--- config.mk ---
export PLATFORM = sky130hd
export DESIGN_NAME = seq_div
export DESIGN_NICKNAME = d
export VERILOG_FILES = /design/src/rtl/seq_arith_pkg.sv /design/src/rtl/div_datapath.sv /design/src/rtl/seq_div.sv
export SDC_FILE = /design/constraint.sdc
export NUM_CORES = 1
export LEC_CHECK = 0
export CORE_MARGIN = 5
export CORE_UTILIZATION = 56
export CTS_BUF_LIST = sky130_fd_sc_hd__clkbuf_4 sky130_fd_sc_hd__clkbuf_8
export DETAILED_ROUTE_END_ITERATION = 12
export DONT_BUFFER_PORTS = 1
export PLACE_DENSITY = 0.85
export SLEW_MARGIN = 5
export SYNTH_ARGS = -nofsm -noshare
export SYNTH_HDL_FRONTEND = slang
export SYNTH_SLANG_ARGS = --single-unit
--- constraint.sdc ---
create_clock -name clk -period 1.9 [get_ports clk]
set_clock_uncertainty 0.15 [all_clocks]
set_input_delay 0.57 -clock clk [delete_from_list [all_inputs] [get_ports clk]]
set_output_delay 0.57 -clock clk [all_outputs]
set_load 0.005 [all_outputs]
--- src/rtl/seq_arith_pkg.sv ---
// Types and defaults shared by the sequential repeated-add multiplier and
// repeated-subtract divider.
package seq_arith_pkg;

    localparam int SEQ_N = 2;

    typedef enum logic [1:0] {
        IDLE = 2'd0,
        SUB  = 2'd1,
        DONE = 2'd2
    } div_state_t;

endpackage

--- src/rtl/div_datapath.sv ---
// Divider datapath: running remainder, latched divisor and quotient counter,
// with the >= compare and 2N-bit subtractor that drive the control FSM.
module div_datapath
    import seq_arith_pkg::*;
#(
    parameter int N = SEQ_N
) (
    input  logic           clk,
    input  logic           rst_n,
    input  logic           load,
    input  logic           step,
    input  logic [2*N-1:0] dividend,
    input  logic [N-1:0]   divisor,
    output logic           ge,
    output logic           divisor_zero,
    output logic [2*N-1:0] quo,
    output logic [N-1:0]   rem_low
);

    localparam logic [2*N-1:0] ONE = {{(2*N-1){1'b0}}, 1'b1};

    logic [2*N-1:0] rem_reg;
    logic [N-1:0]   dvs_reg;
    logic [2*N-1:0] quo_reg;
    logic [2*N-1:0] dvs_ext;

    assign dvs_ext      = {{N{1'b0}}, dvs_reg};
    assign ge           = (rem_reg >= dvs_ext);
    assign divisor_zero = (divisor == '0);
    assign quo          = quo_reg;
    // Once ge drops the remainder is below an N-bit divisor, so the low half is exact.
    assign rem_low      = rem_reg[N-1:0];

    always_ff @(posedge clk or negedge rst_n) begin
        if (!rst_n) begin
            rem_reg <= '0;
            dvs_reg <= '0;
            quo_reg <= '0;
        end else if (load) begin
            rem_reg <= dividend;
            dvs_reg <= divisor;
            quo_reg <= '0;
        end else if (step) begin
            rem_reg <= rem_reg - dvs_ext;
            quo_reg <= quo_reg + ONE;
        end
    end

endmodule

--- src/rtl/seq_div.sv ---
// Sequential unsigned divider (2N-bit dividend / N-bit divisor) by repeated
// subtraction, with a start/ready/done handshake.
module seq_div
    import seq_arith_pkg::*;
#(
    parameter int N = SEQ_N
) (
    input  logic           clk,
    input  logic           rst_n,
    input  logic           start,
    input  logic [2*N-1:0] dividend,
    input  logic [N-1:0]   divisor,
    output logic           ready,
    output logic           done,
    output logic [2*N-1:0] quotient,
    output logic [N-1:0]   remainder,
    output logic           div_by_zero
);

    // state | meaning
    // IDLE  | ready for a new request
    // SUB   | subtract divisor while remainder >= divisor
    // DONE  | one-cycle done pulse, results valid
    div_state_t state, state_nxt;

    logic           load;
    logic           step;
    logic           capture;
    logic           ge;
    logic           divisor_zero;
    logic [2*N-1:0] quo;
    logic [N-1:0]   rem_low;

    div_datapath #(.N(N)) u_dp (
        .clk          (clk),
        .rst_n        (rst_n),
        .load         (load),
        .step         (step),
        .dividend     (dividend),
        .divisor      (divisor),
        .ge           (ge),
        .divisor_zero (divisor_zero),
        .quo          (quo),
        .rem_low      (rem_low)
    );

    always_ff @(posedge clk or negedge rst_n) begin
        if (!rst_n) begin
            state <= IDLE;
        end else begin
            state <= state_nxt;
        end
    end

    always_comb begin
        state_nxt = state;
        load      = 1'b0;
        step      = 1'b0;
        capture   = 1'b0;
        case (state)
            IDLE: begin
                if (start) begin
                    load      = 1'b1;
                    state_nxt = divisor_zero ? DONE : SUB;
                end
            end
            SUB: begin
                if (ge) begin
                    step = 1'b1;
                end else begin
                    capture   = 1'b1;
                    state_nxt = DONE;
                end
            end
            DONE:    state_nxt = IDLE;
            default: state_nxt = IDLE;
        endcase
    end

    assign ready = (state == IDLE);
    assign done  = (state == DONE);

    // Results change only when an operation completes; they hold otherwise.
    always_ff @(posedge clk or negedge rst_n) begin
        if (!rst_n) begin
            quotient    <= '0;
            remainder   <= '0;
            div_by_zero <= 1'b0;
        end else if (load) begin
            div_by_zero <= divisor_zero;
            if (divisor_zero) begin
                quotient  <= '1;
                remainder <= '0;
            end
        end else if (capture) begin
            quotient  <= quo;
            remainder <= rem_low;
        end
    end

endmodule
==> flow_summary.ini <==
[power]
power_frac_seq_pct = 37.3
powerDensity_nw_per_um2 = 1851
clockPowerShare_pct = 9.6
internal-power_w = 0.001226
ir_drop_mv = 1.073
finalPower_w = 0.002102
leakagePower_nw = 0.5583
switchingPower_w = 0.0008761
switching_share_pct = 41.67
comb_power_share_pct = 53.1

[floorplanning]
core_um2 = 1541
boundaryPins = 18
die_w_um = 50.94
start_util_pct = 60.88
die-area_um2 = 2594
die_h_um = 50.94
rows = 14

[timing]
drv_slew = 0
fin_ws_ns = -0.2084
setup_violations = 8
slew_headroom_pct = 46.04
hold_viol = 0
tightest_slew_ns = 0.8067
finalCritPeriodShare_pct = 111.0
maxClockFrequency_mhz = 474.3
grt_setup_unrepaired = true
fin_crit_ns = 2.108

[worst_setup_path]
slowest_stage = or3_4
reg2reg_depth = 6
worstPathArrival_ns = 2.15
crit_chain = inv_2, ha_4, fa_2, or3b_4, or3_4, o22a_1
crit_family = simple AND/OR/NAND/NOR gates
path_buf_inv = 1
cp.depth = 6
critPathMaxFanout = 4
critPathCaptureType = register
path_class = reg -> reg
required_ns = 1.94
start_kind = register
max_stage_delay_ns = 0.42

[route]
dr_wl_met3_um = 150
top_layer = met4
viasPerCell = 5.984
vias = 766
first_pass_iters = 4
drt-total-wl_um = 2129
wl_met1_um = 917
drcViolationCount = 0
drtIter0Drc = 15
wl_per_cell_um = 16.63
wl_met2_um = 1034
ant_nets = 0

[finish]
fillers = 106
final_core_util_pct = 73.70
layout-drive-gt1-share_pct = 28.57
nets = 126
fin_area_um2 = 1136
syn_to_final_growth_pct = 21.07
stdcell_count = 128
num_antenna_cells = 0

[yosys]
synthTopCellsByArea = dfrtp_1 (51%), nand2_1 (6.0%), a21oi_1 (4.8%)
synth_seq_cells = 19
synth.most_common_cell = dfrtp_1
synth-compound-area-share_pct = 14.27
yosysUniqueCellTypes = 28
ys_seq_area_share_pct = 50.67
synth_top_family_by_area = simple AND/OR/NAND/NOR gates
synth.avg_cell_area_um2 = 9.878
ys_warn_count = 0
synthCells = 95
ys_async_sr_fraction_pct = 100.0
synth-edff-count = 0
synth_area_um2 = 938.4
yosys.area_share.simple_pct = 22.80
synth_commonest_cells = dfrtp_1 (19), nand2_1 (15), a21oi_1 (9)
synth_nets = 108
synth_top_cell_by_area = dfrtp_1
synth_ff_type = dfrtp_1
synthAdderAreaFrac_pct = 6.133
synthMuxAreaShare_pct = 2.133
synthDominantCellAreaShare_pct = 50.67
synth_xor_area_share_pct = 0

[run]
max_cap_violations = 0

[clocking]
cts-root-buf = clkbuf_4
path_clk_slew_ns = 0.11
clkLatencyLatePin_ns = 0.30
cts_buffers = 3
clockBufferDepth = 2
cts_tree = yes
h-tree-depth = 1
clock_sinks = 19

[run_status]
status = finished, violations left
violations = setup timing

[place]
placed_cells = 119
pre_cts_ws_ns = -0.1642
place_area_um2 = 1035
port_buffers = 0
place_congestion = 0.8180
dp_hpwl_um = 1510

[grt]
grt_pass1_vias = 798
grt_max_degree = 20
grt_usage_pct = 18.25
grt_pass1_wl_um = 3594
grt-ovfl-total = 0
antenna_found_initial = 0

[hold_path]
hold_depth = 2
hp-class = in -> reg
## per-stage QoR
stage                     setup TNS (ns)  hold WS (ns)
after floorplan                  -0.3246        0.1244
after global placement           -0.4056        0.1250
after detailed placement         -0.7550        0.1249
after CTS                        -0.5723        0.2201
after global routing              -1.860        0.2417
final                            -0.9237        0.2297
## cells in the final DEF, fill, tap and decap left out, types with 3 or more instances in the layout
| cell | netlist | layout |
|---|---|---|
| a21oi_1 | 9 | 7 |
| buf_4 | 0 | 14 |
| clkbuf_4 | 0 | 3 |
| dfrtp_1 | 19 | 19 |
| inv_1 | 8 | 7 |
| nand2_1 | 15 | 15 |
| nor2_1 | 4 | 4 |
| nor3_1 | 6 | 3 |
| nor3_2 | 0 | 3 |
| o21ai_0 | 6 | 5 |
## power groups by stage
stage / Clock [W] / Combinational, W / Sequential, W
after floorplan: 0 / 0.000660 / 0.000734
after global placement: 0 / 0.000912 / 0.000768
after detailed placement: 0 / 0.000975 / 0.000774
after CTS: 0.000208 / 0.00101 / 0.000773
after global routing: 0.000232 / 0.00126 / 0.000807
final: 0.000201 / 0.00112 / 0.000784
## cell families (layout without fill, tap and decap cells)
| logic type | after synthesis | after routing |
|---|---|---|
| and+or+nand+nor | 38 | 38 |
| muxes | 2 | 2 |
| AOI/OAI and AO/OA | 22 | 22 |
| adders and majority gates | 4 | 4 |
| DFF | 19 | 19 |
| buffers and inverters | 10 | 27 |
## layout make-up
type | count | area (um2) | area share, %
clock buffer | 3 | 22.52 | 1.982
sequential | 19 | 475.5 | 41.85
tap | 16 | 20.02 | 1.762
inverter | 8 | 30.03 | 2.643
timing repair buffer | 15 | 115.1 | 10.13
multi-input combinational | 66 | 467.9 | 41.19
clock inverter | 1 | 5.005 | 0.4405
## per-layer routing
metal	vias to the layer above	track usage, %
met1	376	22.68
met5	-	0
met3	4	6.395
met2	24	29.34
li1	362	-
met4	0	6.383
## worst paths after layout
check                                start         endpoint  slack, ns
max in group asynchronous            rst_n      u_dp.quo[0]       0.46
max                        u_dp.rem_reg[0]      quotient[0]      -0.21
max reg2reg                u_dp.rem_reg[0]      quotient[0]      -0.21
min in group asynchronous            rst_n  u_dp.rem_reg[3]       0.65
min reg2reg                    u_dp.quo[3]      u_dp.quo[3]       0.38
min                             divisor[0]  u_dp.dvs_reg[0]       0.23
## worst register-to-register path: cells and delay by family, from the launching register on
kind	cells	cell delay, ns
compound gates	1	0.21
buf+inv	1	0.07
simple gates	2	0.82
fa+ha+maj	2	0.34
flops	1	0.41
## timing repair
| item | 4_1_cts | 5_1_grt |
|---|---|---|
| endpoints found under the hold margin | 19 | 0 |
| pin swaps | 3 | 4 |
| setup buffers | 1 | 3 |
| gates resized for setup | 3 | 5 |
| setup endpoints to repair | 9 | 12 |
| hold buffers | 1 | 0 |
No activity file was read; power rests on OpenSTA's default activity.
